`src/rtl/lc3_execute_stage_pkg.sv`:
```
// Shared definitions for the LC3 execute stage: opcodes, control encodings and
// the E_Control field layout.
package lc3_execute_stage_pkg;

  localparam logic [3:0] OpBr  = 4'b0000;
  localparam logic [3:0] OpAdd = 4'b0001;
  localparam logic [3:0] OpLd  = 4'b0010;
  localparam logic [3:0] OpSt  = 4'b0011;
  localparam logic [3:0] OpJsr = 4'b0100;
  localparam logic [3:0] OpAnd = 4'b0101;
  localparam logic [3:0] OpLdr = 4'b0110;
  localparam logic [3:0] OpStr = 4'b0111;
  localparam logic [3:0] OpRti = 4'b1000;
  localparam logic [3:0] OpNot = 4'b1001;
  localparam logic [3:0] OpLdi = 4'b1010;
  localparam logic [3:0] OpSti = 4'b1011;
  localparam logic [3:0] OpJmp = 4'b1100;
  localparam logic [3:0] OpLea = 4'b1110;

  typedef enum logic [1:0] {
    AluAdd  = 2'b00,
    AluAnd  = 2'b01,
    AluNot  = 2'b10,
    AluZero = 2'b11
  } alu_ctrl_e;

  typedef enum logic [1:0] {
    PcOff11 = 2'b00,
    PcOff9  = 2'b01,
    PcOff6  = 2'b10,
    PcZero  = 2'b11
  } pcsel1_e;

  localparam int EcAluHi  = 5;
  localparam int EcAluLo  = 4;
  localparam int EcPc1Hi  = 3;
  localparam int EcPc1Lo  = 2;
  localparam int EcPc2    = 1;
  localparam int EcOp2Sel = 0;

  // Sign-extend the low (msb+1) bits of an IR offset field to 16 bits.
  function automatic logic [15:0] sext(input logic [10:0] field, input int msb);
    logic [15:0] res;
    res = {5'b0, field};
    for (int i = 0; i < 16; i++) begin
      if (i > msb) res[i] = res[msb];
    end
    return res;
  endfunction

endpackage

```
`src/rtl/lc3_exec_alu.sv`:
```
// Combinational LC3 ALU and address adder used by the execute stage.
module lc3_exec_alu
  import lc3_execute_stage_pkg::*;
#(
  parameter int unsigned DATA_W = 16
) (
  input  logic [10:0]       ir_field,
  input  logic [DATA_W-1:0] val1,
  input  logic [DATA_W-1:0] val2,
  input  logic [DATA_W-1:0] npc,
  input  alu_ctrl_e         alu_ctrl,
  input  pcsel1_e           pcsel1,
  input  logic              pcsel2,
  input  logic              op2sel,
  output logic [DATA_W-1:0] alu_result,
  output logic [DATA_W-1:0] addr_result
);

  logic [DATA_W-1:0] op2;
  logic [DATA_W-1:0] addend_a;
  logic [DATA_W-1:0] addend_b;

  always_comb begin
    op2 = op2sel ? val2 : sext(ir_field, 4);
    alu_result = '0;
    case (alu_ctrl)
      AluAdd:  alu_result = val1 + op2;
      AluAnd:  alu_result = val1 & op2;
      AluNot:  alu_result = ~val1;
      default: alu_result = '0;
    endcase
  end

  always_comb begin
    addend_a = '0;
    case (pcsel1)
      PcOff11: addend_a = sext(ir_field, 10);
      PcOff9:  addend_a = sext(ir_field, 8);
      PcOff6:  addend_a = sext(ir_field, 5);
      default: addend_a = '0;
    endcase
    addend_b    = pcsel2 ? npc : val1;
    addr_result = addend_a + addend_b;
  end

endmodule

```
`src/rtl/lc3_execute_stage.sv`:
```
// LC3 execute stage: operand bypass muxes, ALU/address adder and the
// execute-to-memaccess pipeline register.
module lc3_execute_stage
  import lc3_execute_stage_pkg::*;
(
  input  logic        clock,
  input  logic        reset,
  input  logic        enable_execute,
  input  logic [5:0]  E_Control,
  input  logic [15:0] IR,
  input  logic [15:0] npc_in,
  input  logic [15:0] VSR1,
  input  logic [15:0] VSR2,
  input  logic        bypass_alu_1,
  input  logic        bypass_alu_2,
  input  logic        bypass_mem_1,
  input  logic        bypass_mem_2,
  input  logic [15:0] Mem_Bypass_Val,
  input  logic [1:0]  W_Control_in,
  input  logic        Mem_Control_in,
  output logic [1:0]  W_Control_out,
  output logic        Mem_Control_out,
  output logic [15:0] aluout,
  output logic [15:0] pcout,
  output logic [2:0]  dr,
  output logic [2:0]  sr1,
  output logic [2:0]  sr2,
  output logic [15:0] IR_Exec,
  output logic [2:0]  NZP,
  output logic [15:0] M_Data,
  output logic        enable_execute_status
);

  logic [15:0] aluout_q, aluout_d;
  logic [15:0] pcout_q, pcout_d;
  logic [2:0]  dr_q, dr_d;
  logic [15:0] ir_q, ir_d;
  logic [2:0]  nzp_q, nzp_d;
  logic [15:0] m_data_q, m_data_d;
  logic [1:0]  w_ctrl_q, w_ctrl_d;
  logic        mem_ctrl_q, mem_ctrl_d;
  logic        en_status_q, en_status_d;

  logic [15:0] val1, val2;
  logic [15:0] alu_result, addr_result;
  logic [2:0]  dr_dec, nzp_dec;

  // ALU bypass takes the registered result so dependent ops chain every cycle.
  always_comb begin
    val1 = bypass_alu_1 ? aluout_q : (bypass_mem_1 ? Mem_Bypass_Val : VSR1);
    val2 = bypass_alu_2 ? aluout_q : (bypass_mem_2 ? Mem_Bypass_Val : VSR2);
  end

  lc3_exec_alu #(
    .DATA_W(16)
  ) u_alu (
    .ir_field   (IR[10:0]),
    .val1       (val1),
    .val2       (val2),
    .npc        (npc_in),
    .alu_ctrl   (alu_ctrl_e'(E_Control[EcAluHi:EcAluLo])),
    .pcsel1     (pcsel1_e'(E_Control[EcPc1Hi:EcPc1Lo])),
    .pcsel2     (E_Control[EcPc2]),
    .op2sel     (E_Control[EcOp2Sel]),
    .alu_result (alu_result),
    .addr_result(addr_result)
  );

  always_comb begin
    nzp_dec = 3'b000;
    dr_dec  = IR[11:9];
    case (IR[15:12])
      OpBr: begin
        nzp_dec = IR[11:9];
        dr_dec  = 3'b000;
      end
      OpJmp: begin
        nzp_dec = 3'b111;
        dr_dec  = 3'b000;
      end
      OpSt, OpStr, OpSti: dr_dec = 3'b000;
      default: ;
    endcase
  end

  always_comb begin
    aluout_d    = aluout_q;
    pcout_d     = pcout_q;
    dr_d        = dr_q;
    ir_d        = ir_q;
    nzp_d       = nzp_q;
    m_data_d    = m_data_q;
    w_ctrl_d    = w_ctrl_q;
    mem_ctrl_d  = mem_ctrl_q;
    en_status_d = enable_execute;
    if (enable_execute) begin
      aluout_d   = alu_result;
      pcout_d    = addr_result;
      dr_d       = dr_dec;
      ir_d       = IR;
      nzp_d      = nzp_dec;
      m_data_d   = val2;
      w_ctrl_d   = W_Control_in;
      mem_ctrl_d = Mem_Control_in;
    end
  end

  always_ff @(posedge clock or negedge reset) begin
    if (!reset) begin
      aluout_q    <= '0;
      pcout_q     <= '0;
      dr_q        <= '0;
      ir_q        <= '0;
      nzp_q       <= '0;
      m_data_q    <= '0;
      w_ctrl_q    <= '0;
      mem_ctrl_q  <= 1'b0;
      en_status_q <= 1'b0;
    end else begin
      aluout_q    <= aluout_d;
      pcout_q     <= pcout_d;
      dr_q        <= dr_d;
      ir_q        <= ir_d;
      nzp_q       <= nzp_d;
      m_data_q    <= m_data_d;
      w_ctrl_q    <= w_ctrl_d;
      mem_ctrl_q  <= mem_ctrl_d;
      en_status_q <= en_status_d;
    end
  end

  assign aluout                = aluout_q;
  assign pcout                 = pcout_q;
  assign dr                    = dr_q;
  assign IR_Exec               = ir_q;
  assign NZP                   = nzp_q;
  assign M_Data                = m_data_q;
  assign W_Control_out         = w_ctrl_q;
  assign Mem_Control_out       = mem_ctrl_q;
  assign enable_execute_status = en_status_q;
  assign sr1                   = IR[8:6];
  assign sr2                   = IR[2:0];

endmodule

```
`config.mk`:
```
export PLATFORM = sky130hd
export DESIGN_NAME = lc3_execute_stage
export DESIGN_NICKNAME = d
export VERILOG_FILES = /design/src/rtl/lc3_execute_stage_pkg.sv /design/src/rtl/lc3_exec_alu.sv /design/src/rtl/lc3_execute_stage.sv
export SDC_FILE = /design/constraint.sdc
export NUM_CORES = 1
export LEC_CHECK = 0
export CELL_PAD_IN_SITES_DETAIL_PLACEMENT = 1
export CELL_PAD_IN_SITES_GLOBAL_PLACEMENT = 1
export CORE_AREA = 2 2 125 127
export CTS_CLUSTER_SIZE = 14
export DETAILED_ROUTE_END_ITERATION = 12
export DIE_AREA = 0 0 127 129
export PLACE_DENSITY_LB_ADDON = 0.1
export SETUP_SLACK_MARGIN = 0.3
export SLEW_MARGIN = 25
export SYNTH_ARGS = -nofsm -noshare
export SYNTH_HDL_FRONTEND = slang
export SYNTH_SLANG_ARGS = --single-unit
```
`constraint.sdc`:
```
create_clock -name clock -period 4.4 [get_ports clock]
set_input_delay 0.88 -clock clock [delete_from_list [all_inputs] [get_ports clock]]
set_output_delay 0.88 -clock clock [all_outputs]
set_load 0.05 [all_outputs]
```
**Word level (Yosys, flattened, before mapping)**

Cells that the tools add are included.

- Input port bits: 96
- Logic and storage cells: 35
- Bits in latches: 0
- Flip-flop bits (word level): 74
- ROM bits: 0
- Memory bits (writable): 0
- Memories: 0

- Equality and inequality tests: 8
- Reductions and logical operators: 4
- Divide/modulo/power cells: 0
- Shift operators: 0
- Magnitude comparators: 0
- Add/subtract/negate cells: 2
- Multiply operators: 0
- Multiplexer cells: 10
- Bitwise operators: 2

Operators with widths:

| kind | number |
|---|---|
| 16-bit two-way mux | 6 |
| 16-bit case mux with 3 select lines | 2 |
| 16-bit adder | 2 |
| 16-bit AND | 1 |
| 16-bit NOT | 1 |
| 4-bit == test (second input constant) | 2 |
| 3-bit case mux with 2 select lines | 1 |
| 5-bit OR reduction | 1 |
| 2-bit by 1-bit == test with 1-bit output (second input constant) | 2 |
| 2-bit == test (second input constant) | 2 |
| 4-bit by 2-bit == test with 1-bit output (second input constant) | 1 |
| 4-bit by 3-bit == test with 1-bit output (second input constant) | 1 |
| 2-bit logical NOT | 2 |
| 4-bit logical NOT | 1 |
| 3-bit two-way mux | 1 |

**Logic depth before layout (Yosys ltp)**

Gate-level depths: netlist (run 1).

- Word-level depth: 5
- Depth in mapped cells: 15
- Mapped depth without buffers: 13

**By module**

A second synthesis (run 1) with hierarchy kept.

- Cell total of the unflattened synthesis: 686
- Area total of the unflattened synthesis: 5,903.2 µm²

By module, submodules not included:

| module | instances | cells an instance | area an instance (µm²) | sequential area each (µm²) |
|---|---|---|---|---|
| lc3_execute_stage | 1 | 361 | 3,679.8 | 1,851.8 |
| lc3_exec_alu | 1 | 325 | 2,223.4 | 0.0 |

**Worst setup path after synthesis (run 1)**

No wires, ideal clock.

- Path type: input port to flip-flop
- From: input port bypass_mem_2
- To: register aluout_q[10] (netlist: aluout[10])
- Data arrival time: 3,804 ps
- Path slack: 468 ps
- Library setup time: 128 ps
- Buffers on the path: 2
- Cell stages on the path: 13
- Cells stage by stage: clkbuf_1 -> buf_2 -> mux2i_1 -> o21ai_0 -> mux2_2 -> ha_1 -> fa_1 -> a211oi_1 -> o21ai_0 -> a31oi_1 -> o21ai_0 -> xor2_1 -> o2bb2ai_1

- Longest elaborated chain between the ends: 5
- Elaborated cells on any way between the ends: 6
- Those cells by class: 1 x add/sub; 4 x mux; 1 x bitwise

Ends and longest elaborated chain:

| item | RTL line | RTL |
|---|---|---|
| start, declared | lc3_execute_stage.sv:17 | `input logic bypass_mem_2,` |
| 16-bit two-way mux (*) (2 in series) | lc3_execute_stage.sv:51 | `val2 = bypass_alu_2 ? aluout_q : (bypass_mem_2 ? Mem_Bypass_Val : VSR2);` |
| 16-bit two-way mux (*) | lc3_exec_alu.sv:24 | `op2 = op2sel ? val2 : sext(ir_field, 4);` |
| 16-bit adder or 16-bit AND (tied branches) | lc3_exec_alu.sv:27, lc3_exec_alu.sv:28 |  |
| 16-bit case mux with 3 select lines (*) | lc3_exec_alu.sv:26 | `case (alu_ctrl)` |
| end signal, assigned | lc3_execute_stage.sv:120 | `aluout_q <= aluout_d;` |
| end, declared | lc3_execute_stage.sv:34 | `logic [15:0] aluout_q, aluout_d;` |

Mark *: on every way between the ends. The rest lies on a longest branch, timed or not.
A chain may end at the register's enable or synchronous reset.

**Final worst setup path (run 1)**

- From: input port bypass_mem_1
- To: register pcout_q[14] (netlist: pcout[14])

- Longest elaborated chain between the ends: 4

Ends and longest elaborated chain:

| item | RTL line | RTL |
|---|---|---|
| start, declared | lc3_execute_stage.sv:16 | `input logic bypass_mem_1,` |
| 16-bit two-way mux (2 in series) | lc3_execute_stage.sv:50 | `val1 = bypass_alu_1 ? aluout_q : (bypass_mem_1 ? Mem_Bypass_Val : VSR1);` |
| 16-bit two-way mux | lc3_exec_alu.sv:42 | `addend_b = pcsel2 ? npc : val1;` |
| 16-bit adder | lc3_exec_alu.sv:43 | `addr_result = addend_a + addend_b;` |
| end signal, assigned | lc3_execute_stage.sv:121 | `pcout_q <= pcout_d;` |
| end, declared | lc3_execute_stage.sv:35 | `logic [15:0] pcout_q, pcout_d;` |

Every way passes these cells.

==> results of run 1 <==
-- final timing paths --
path	from	end	cells past startpoint
setup reg to reg	aluout[0]	aluout[10]	11
min in group asynchronous	reset	M_Data[10]	1
hold / removal	pcout[4]	pcout[4]	1
setup / recovery	bypass_mem_1	pcout[14]	14
max in group asynchronous	reset	aluout[4]	1
hold reg to reg	pcout[4]	pcout[4]	1
-- per-stage QoR --
step	util, %	hold slack, ps	total power [mW]
2_1_floorplan	-	584.4	1.893
3_3_place_gp	50.80	467.9	2.445
3_5_place_dp	50.80	480.6	2.482
4_1_cts	52.87	496.8	3.294
5_1_grt	52.98	509.4	3.443
6_report	52.98	491.5	3.263
-- logic make-up after synthesis --
family	Yosys count	synth area share (%)
muxes	92	18.07
AOI/OAI and AO/OA	176	19.71
xor gates and xnor gates	24	3.907
buffers and inverters	62	4.782
and+or+nand+nor	163	12.62
adders and majority gates	33	7.678
DFF	74	33.23
-- report_power, final --
group / leakage [nW] / internal (mW) / switching [mW]
sequential: 0.884 / 0.799 / 0.0799
clock: 0.149 / 0.451 / 0.346
combinational: 2.46 / 0.631 / 0.956
total: 3.49 / 1.88 / 1.38
-- synthesized netlist by cell type, types with 3 or more instances --
cell type	number
clkbuf_1	27
inv_1	22
o2bb2ai_1	9
a21o_1	8
nand2b_1	4
nor2b_1	7
nor2_1	46
a221oi_1	9
dfrtp_1	74
and2_1	6
ha_1	31
xor2_1	12
mux2i_1	38
a2bb2oi_1	3
a211oi_1	6
nor3_1	6
xnor2_1	11
a22o_1	3
or3_1	3
a21oi_1	45
buf_2	3
o21a_1	5
o22ai_1	4
buf_4	6
nand2_1	78
o31ai_1	3
a31oi_1	7
o211ai_1	6
o21ai_0	56
mux2_2	51
buf_1	3
nand3_1	4
-- area by class of cell --
class / instances / area, sq um
flip-flops and latches: 74 / 1852
inverters: 22 / 82.58
multi-input cells: 488 / 3466
well taps: 188 / 235.2
fillers: 1716 / 7042
repair buffers: 205 / 1991
clock buffers: 9 / 225.2
clock inverters: 7 / 83.83
-- state kept, by name, summed over array words and instances (netlist names) --
register	flops
IR_Exec	16
M_Data	16
aluout	16
pcout	16
NZP	3
dr	3
W_Control_out	2
Mem_Control_out	1
enable_execute_status	1
-- routing by layer --
metal,vias up,part of all wire (%),global-route usage (%)
met2,134,50,42.63
met3,26,4.2,4.407
met4,0,2.2,8.403
li1,2605,-,-
met5,-,0,0
met1,2671,44,31.12
-- repair_timing --
action / in CTS / in global routing
gates resized for setup: 0 / 4
hold endpoints to repair: 0 / 0
hold buffers: 0 / 0
setup endpoints to repair: 0 / 6
==> results.md, run 1 <==
* Run status: completed
* DRT Pass-1 Iters at 4
* Final hold violations at 0
* Drt drc at 0
* Synth area leaders: dfrtp_1 (33%), mux2_2 (10%), ha_1 (7.0%)
* Max clock buf depth at 2
* Final setup fails at 0
* Antenna violations before repair at 0
* GRT Resource Usage Total at 24.61%
* Slew margin rel. at 41.10%
* Max H-tree Level at 3
* Clock transition at path regs at 70 ps
* Syn nets at ~750
* GPL Wtd Cong at just over 0.9
* CP Max Fanout at 16
* Setup CP Type: in2reg
* Chip height at approximately 130 microns
* Post-synth top area share at 33.23%
* Ys async rst share at 100.0%
* Commonest non-fill, non-tap cell in the layout: clkdlybuf4s50_1
* Final net count at about 930
* Setup Skew at 5.991 ps
* Dpl cells at 977
* Crit path max-delay family: compound AO/OA/AOI/OAI gates
* RSZ-0062 raised after global routing: no
* Placed cell area at roughly 7600 sq um
* Share of layout cells above drive strength 1 at between 10% and 20%
* Yosys cell types at 53
* Global-route wire length before repair at around 32000 microns
* Port Buffers at 175
* Num CTS Buffers at 9
* Fin area at around 7900 sq um
* Fin Setup TNS at 0 ps
* Final setup margin at 528.1 ps
* Largest net degree at the start of global routing at 75
* DRT iter0 DRCs at 213
* DIE AREA at ~16000 sq um
* Buf/Inv on CP at 3
* Via/cell ratio at 5.474
* Max incr delay on CP at approximately 510 ps
* Pwr per Cell Area at 411.2 nW/um^2
* Post-synth top area cell: dfrtp_1
* Clock Latency Late Sink at approximately 350 ps
* Fmax at 258.3 MHz
* Grt ovf at 0
* Tmin final at ~3900 ps
* Slowest-stage cell, CP: clkdlybuf4s50_1
* Mapped Area at 5573 sq um
* Tightest Pin Transition at around 880 ps
* Max cap viols at 0
* Mapped Avg Cell Area at just under 9 sq um
* Post-route insts no fill at around 1000
* CTS tree: yes
* HPWL after DPL at 15160 microns
* Antenna Violating Nets Remaining at 0
* Post-synthesis cell count at around 620
* Peak supply drop at around 0.19 mV
* Num ports at 176
* CTS Sinks at 74
* Yosys warnings at 0
* Register bit total from synthesis at 74
* WL final at a little under 20000 microns
* CTS root buf: clkbuf_16
* # rows at 45
* Worst Path Arrival at 4110 ps
* Final Slew Violations at 0
* Number of global-route vias before repair at 5936
* Worst Hold Class: reg2reg
* Most frequent cells in the layout: clkdlybuf4s50_1 (172), nand2_1 (78), dfrtp_1 (74)
* Initial Utilization at between 30% and 40%
* Critical Path Start Type: input port
* Synth-to-layout area growth at 42.39%
* CP Capture Type: register
* WP data required at 4640 ps
* Commonest register cell after synthesis: dfrtp_1
* P_leak at ~3.5 nW
* Vias at roughly 5400
* R2R setup slack at 1490 ps
* Final period util at ~90%
* Ant diodes at 0
* Post-CTS Setup Bufs at 0
* Register area share after synthesis at 33.23%
* Post-Place Setup Slack at 53.22 ps
* Core area at around 15000 sq um
* DR WL/cell at about 20 microns
* Die span in x at ~130 microns
* Crit-path cells: clkdlybuf4s50_1, buf_12, mux2i_1, nor2_1, a21oi_1, o21ai_0, ha_1, inv_1, fa_1, nor2b_1, o31a_1, o211ai_1, a31oi_2, a311o_1
* Number of flops mapped to enable cells by yosys at 0
(Power assumes the default switching activity.)
==> inputs of run 2 (changes only) <==
--- a/config.mk
+++ b/config.mk
@@ -7,13 +7,15 @@
 export LEC_CHECK = 0
 export CELL_PAD_IN_SITES_DETAIL_PLACEMENT = 1
 export CELL_PAD_IN_SITES_GLOBAL_PLACEMENT = 1
-export CORE_AREA = 2 2 125 127
+export CORE_AREA = 2 2 128 130
+export CTS_CLUSTER_DIAMETER = 50
 export CTS_CLUSTER_SIZE = 14
 export DETAILED_ROUTE_END_ITERATION = 12
-export DIE_AREA = 0 0 127 129
+export DIE_AREA = 0 0 130 132
 export PLACE_DENSITY_LB_ADDON = 0.1
 export SETUP_SLACK_MARGIN = 0.3
 export SLEW_MARGIN = 25
 export SYNTH_ARGS = -nofsm -noshare
 export SYNTH_HDL_FRONTEND = slang
+export SYNTH_HIERARCHICAL = 1
 export SYNTH_SLANG_ARGS = --single-unit
==> run 2 against run 1 <==
  * Maximum frequency down 1.8%
  * Area after synthesis up 5.9%
  * Clock skew about the same
  * Hold slack better by 17 ps
  * Sequential power up 1%
  * Clock power up 8.8%
  * Critical path depth up 2
  * Critical endpoint unchanged
  * Largest power group unchanged
  * Synthesized cell count up 9.9%
==> results.md, run 2 <==
* Final period util at 89.60% (was 88.00%)
* Core area at 15710 sq um (was 14980 sq um)
* Post-synth top area cell: dfrtp_1 (unchanged)
* Final setup fails at 0 (unchanged)
* Syn nets at 815 (was 753)
* Placed cell area at 7854 sq um (was 7609 sq um)
* HPWL after DPL at 15420 microns (was 15160 microns)
* Hold buffer count at cts at 0 (unchanged)
* Num ports at 176 (unchanged)
* Drt drc at 0 (unchanged)
* Synth area leaders: dfrtp_1 (31%), mux2_2 (9.5%), o21ai_0 (7.1%) (was dfrtp_1 (33%), mux2_2 (10%), ha_1 (7.0%))
* Yosys warnings at 6 (was 0)
* Fin Setup TNS at 0 ps (unchanged)
* Run status: completed (unchanged)
* Fin area at 8217 sq um (was 7935 sq um)
* Setup CP Type: in2reg (unchanged)
* Final hold violations at 0 (unchanged)
* Synth-to-layout area growth at 39.19% (was 42.39%)
* Worst Hold Class: reg2reg (unchanged)
* Max clock buf depth at 2 (unchanged)
* Crit path max-delay family: compound AO/OA/AOI/OAI gates (unchanged)
* Antenna violations before repair at 0 (unchanged)
* CP Capture Type: register (unchanged)
* DRT iter0 DRCs at 220 (was 213)
* Largest net degree at the start of global routing at 78 (was 75)
* Most common cell in the netlist: nand2_1 (unchanged)
* GRT Resource Usage Total at 23.78% (was 24.61%)
* Register bit total from synthesis at 74 (unchanged)
* Slowest-stage cell, CP: clkdlybuf4s50_1 (unchanged)
* Buf/Inv on CP at 4 (was 3)
* CTS tree: yes (unchanged)
* Register area share after synthesis at 31.37% (was 33.23%)
* Crit-path cells: clkdlybuf4s50_1, mux2i_1, o21ai_0, buf_4, inv_1, o21ai_1, ha_1, inv_1, fa_1, nor2b_1, o21ai_0, a21oi_1, o21ai_1, o21ai_1, xor2_1, mux2_2 (was clkdlybuf4s50_1, buf_12, mux2i_1, nor2_1, a21oi_1, o21ai_0, ha_1, inv_1, fa_1, nor2b_1, o31a_1, o211ai_1, a31oi_2, a311o_1)
* Area of the multi-input gates at 3593 sq um (was 3466 sq um)
* Commonest cells post-synth: nand2_1 (96), o21ai_0 (84), dfrtp_1 (74), inv_1 (57), mux2_2 (50) (was nand2_1 (78), dfrtp_1 (74), o21ai_0 (56), mux2_2 (51), nor2_1 (46))
* Most frequent cells in the layout: clkdlybuf4s50_1 (172), nand2_1 (96), o21ai_0 (82) (was clkdlybuf4s50_1 (172), nand2_1 (78), dfrtp_1 (74))
* Vias at 5628 (was 5436)
* Antenna Violating Nets Remaining at 0 (unchanged)
* Mapped Area at 5903 sq um (was 5573 sq um)
* Final net count at 982 (was 929)
* Fmax at 253.7 MHz (was 258.3 MHz)
* DR WL/cell at 18.41 microns (was 19.64 microns)
* RSZ-0062 raised after global routing: yes (was no)
* Clock Latency Late Sink at 350 ps (about the same)
* Num CTS Buffers at 9 (unchanged)
* DRT Pass-1 Iters at 5 (was 4)
* P_leak at 3.476 nW (was 3.490 nW)
* DIE AREA at 17160 sq um (was 16380 sq um)
* WL final at 19770 microns (was 19500 microns)
* Number of global-route vias before repair at 6070 (was 5936)
* Slew margin rel. at 42.13% (was 41.10%)
* Max incr delay on CP at 490 ps (was 510 ps)
* Die span in x at 130 microns (was 127 microns)
* Peak supply drop at 0.2554 mV (was 0.1902 mV)
* Setup Skew at 6.227 ps (was 5.991 ps)
* Post-synthesis cell count at 686 (was 624)
* WP data required at 4630 ps (was 4640 ps)
* Max H-tree Level at 3 (unchanged)
* Chip height at 132 microns (was 129 microns)
* GPL Wtd Cong at 0.8428 (was 0.9158)
* Tmin final at 3942 ps (was 3872 ps)
* Clock transition at path regs at 60 ps (was 70 ps)
* Initial Utilization at 37.57% (was 37.21%)
* Post-synth top area share at 31.37% (was 33.23%)
* Via/cell ratio at 5.240 (was 5.474)
* Critical Path Start Type: input port (unchanged)
* Global-route wire length before repair at 32520 microns (was 31580 microns)
* Fill cells at 1852 (was 1716)
* Ant diodes at 0 (unchanged)
* Commonest register cell after synthesis: dfrtp_1 (unchanged)
* Max cap viols at 0 (unchanged)
* CTS Sinks at 74 (unchanged)
* Tightest Pin Transition at 868.1 ps (was 882.5 ps)
* CTS resizes at 1 (was 0)
* # rows at 46 (was 45)
* Top cell by count, worst path: o21ai_1
* Number of flops mapped to enable cells by yosys at 0 (unchanged)
* Post-CTS Setup Bufs at 0 (unchanged)
* Worst Path Arrival at 4170 ps (was 4110 ps)
* CTS root buf: clkbuf_16 (unchanged)
* Port Buffers at 175 (unchanged)
* Mapped Avg Cell Area at 8.605 sq um (was 8.931 sq um)
* Share of layout cells above drive strength 1 at 13.99% (was 13.42%)
* Yosys cell types at 55 (was 53)
* Pwr per Cell Area at 422.3 nW/um^2 (was 411.2 nW/um^2)
* Grt ovf at 0 (unchanged)
* Register area at 1852 sq um (unchanged)
* Final Slew Violations at 0 (unchanged)
* Ys async rst share at 100.0% (unchanged)
* CP Max Fanout at 4 (was 16)
* Commonest non-fill, non-tap cell in the layout: clkdlybuf4s50_1 (unchanged)
[run 2: area by class of cell]
cell class                 count  share of cell area, %
clock buffer                  10                  2.787
clock inverter                 6                  1.370
inverter                      57                  2.604
multi-input combinational    512                  43.73
sequential                    74                  22.54
tap                          216                  3.289
timing repair buffer         199                  23.68
[run 2: final timing paths]
| kind | startpoint | to | slack (ps) | cells past startpoint |
|---|---|---|---|---|
| worst max-delay path | Mem_Bypass_Val[0] | pcout[14] | 460 | 16 |
| worst min-delay path | pcout[13] | pcout[13] | 510 | 1 |
| worst max register to register | aluout[0] | pcout[14] | 1220 | 15 |
| worst min register to register | pcout[13] | pcout[13] | 510 | 1 |
| max in group asynchronous | reset | pcout[15] | 3320 | 1 |
| min in group asynchronous | reset | M_Data[12] | 520 | 1 |
[run 2: through the flow]
stage / power, mW / cells / setup slack (ps) / hold slack [ps] / utilization, %
final: 3.470 / 1074 / 457.7 / 508.9 / 52.29
after global placement: 2.569 / 1058 / -1.061 / 491.5 / 49.98
after global routing: 3.661 / 1074 / 286.1 / 527.9 / 52.29
after detailed placement: 2.604 / 1058 / -58.14 / 494.6 / 49.98
after CTS: 3.493 / 1074 / 306.0 / 515.5 / 52.16
after floorplan: 2.010 / 686 / 917.4 / 584.4 / -
[run 2: power by group]
group	switching, mW	internal (mW)
Combinational	1.05	0.662
Clock	0.310	0.556
Sequential	0.0852	0.807
Total	1.44	2.03
[run 2: logic make-up (layout without fill, tap and decap cells)]
kind of cell	after synthesis	after routing	share of synthesized area, %
buf+inv	100	272	8.012
xor+xnor	24	24	3.561
compound gates	218	218	24.01
fa+ha+maj	33	33	7.249
simple gates	165	165	12.53
flops	74	74	31.37
mux	72	72	13.27
[run 2: worst register-to-register path, cell delays in order (launching register included)]
cell	delay [ps]
dfrtp_1	390
nand2_1	60
o21ai_0	80
buf_4	150
inv_1	60
o21ai_1	240
ha_1	290
inv_1	80
fa_1	430
nor2b_1	120
o21ai_0	110
a21oi_1	240
o21ai_1	230
o21ai_1	230
xor2_1	80
mux2_2	260
[run 2: routing by layer]
layer	up-vias	track usage, %	share of wire (%)
met5	-	0	0
met4	0	7.288	1.8
met3	18	4.140	5.0
li1	2739	-	-
met1	2723	32.97	48
met2	148	37.75	45
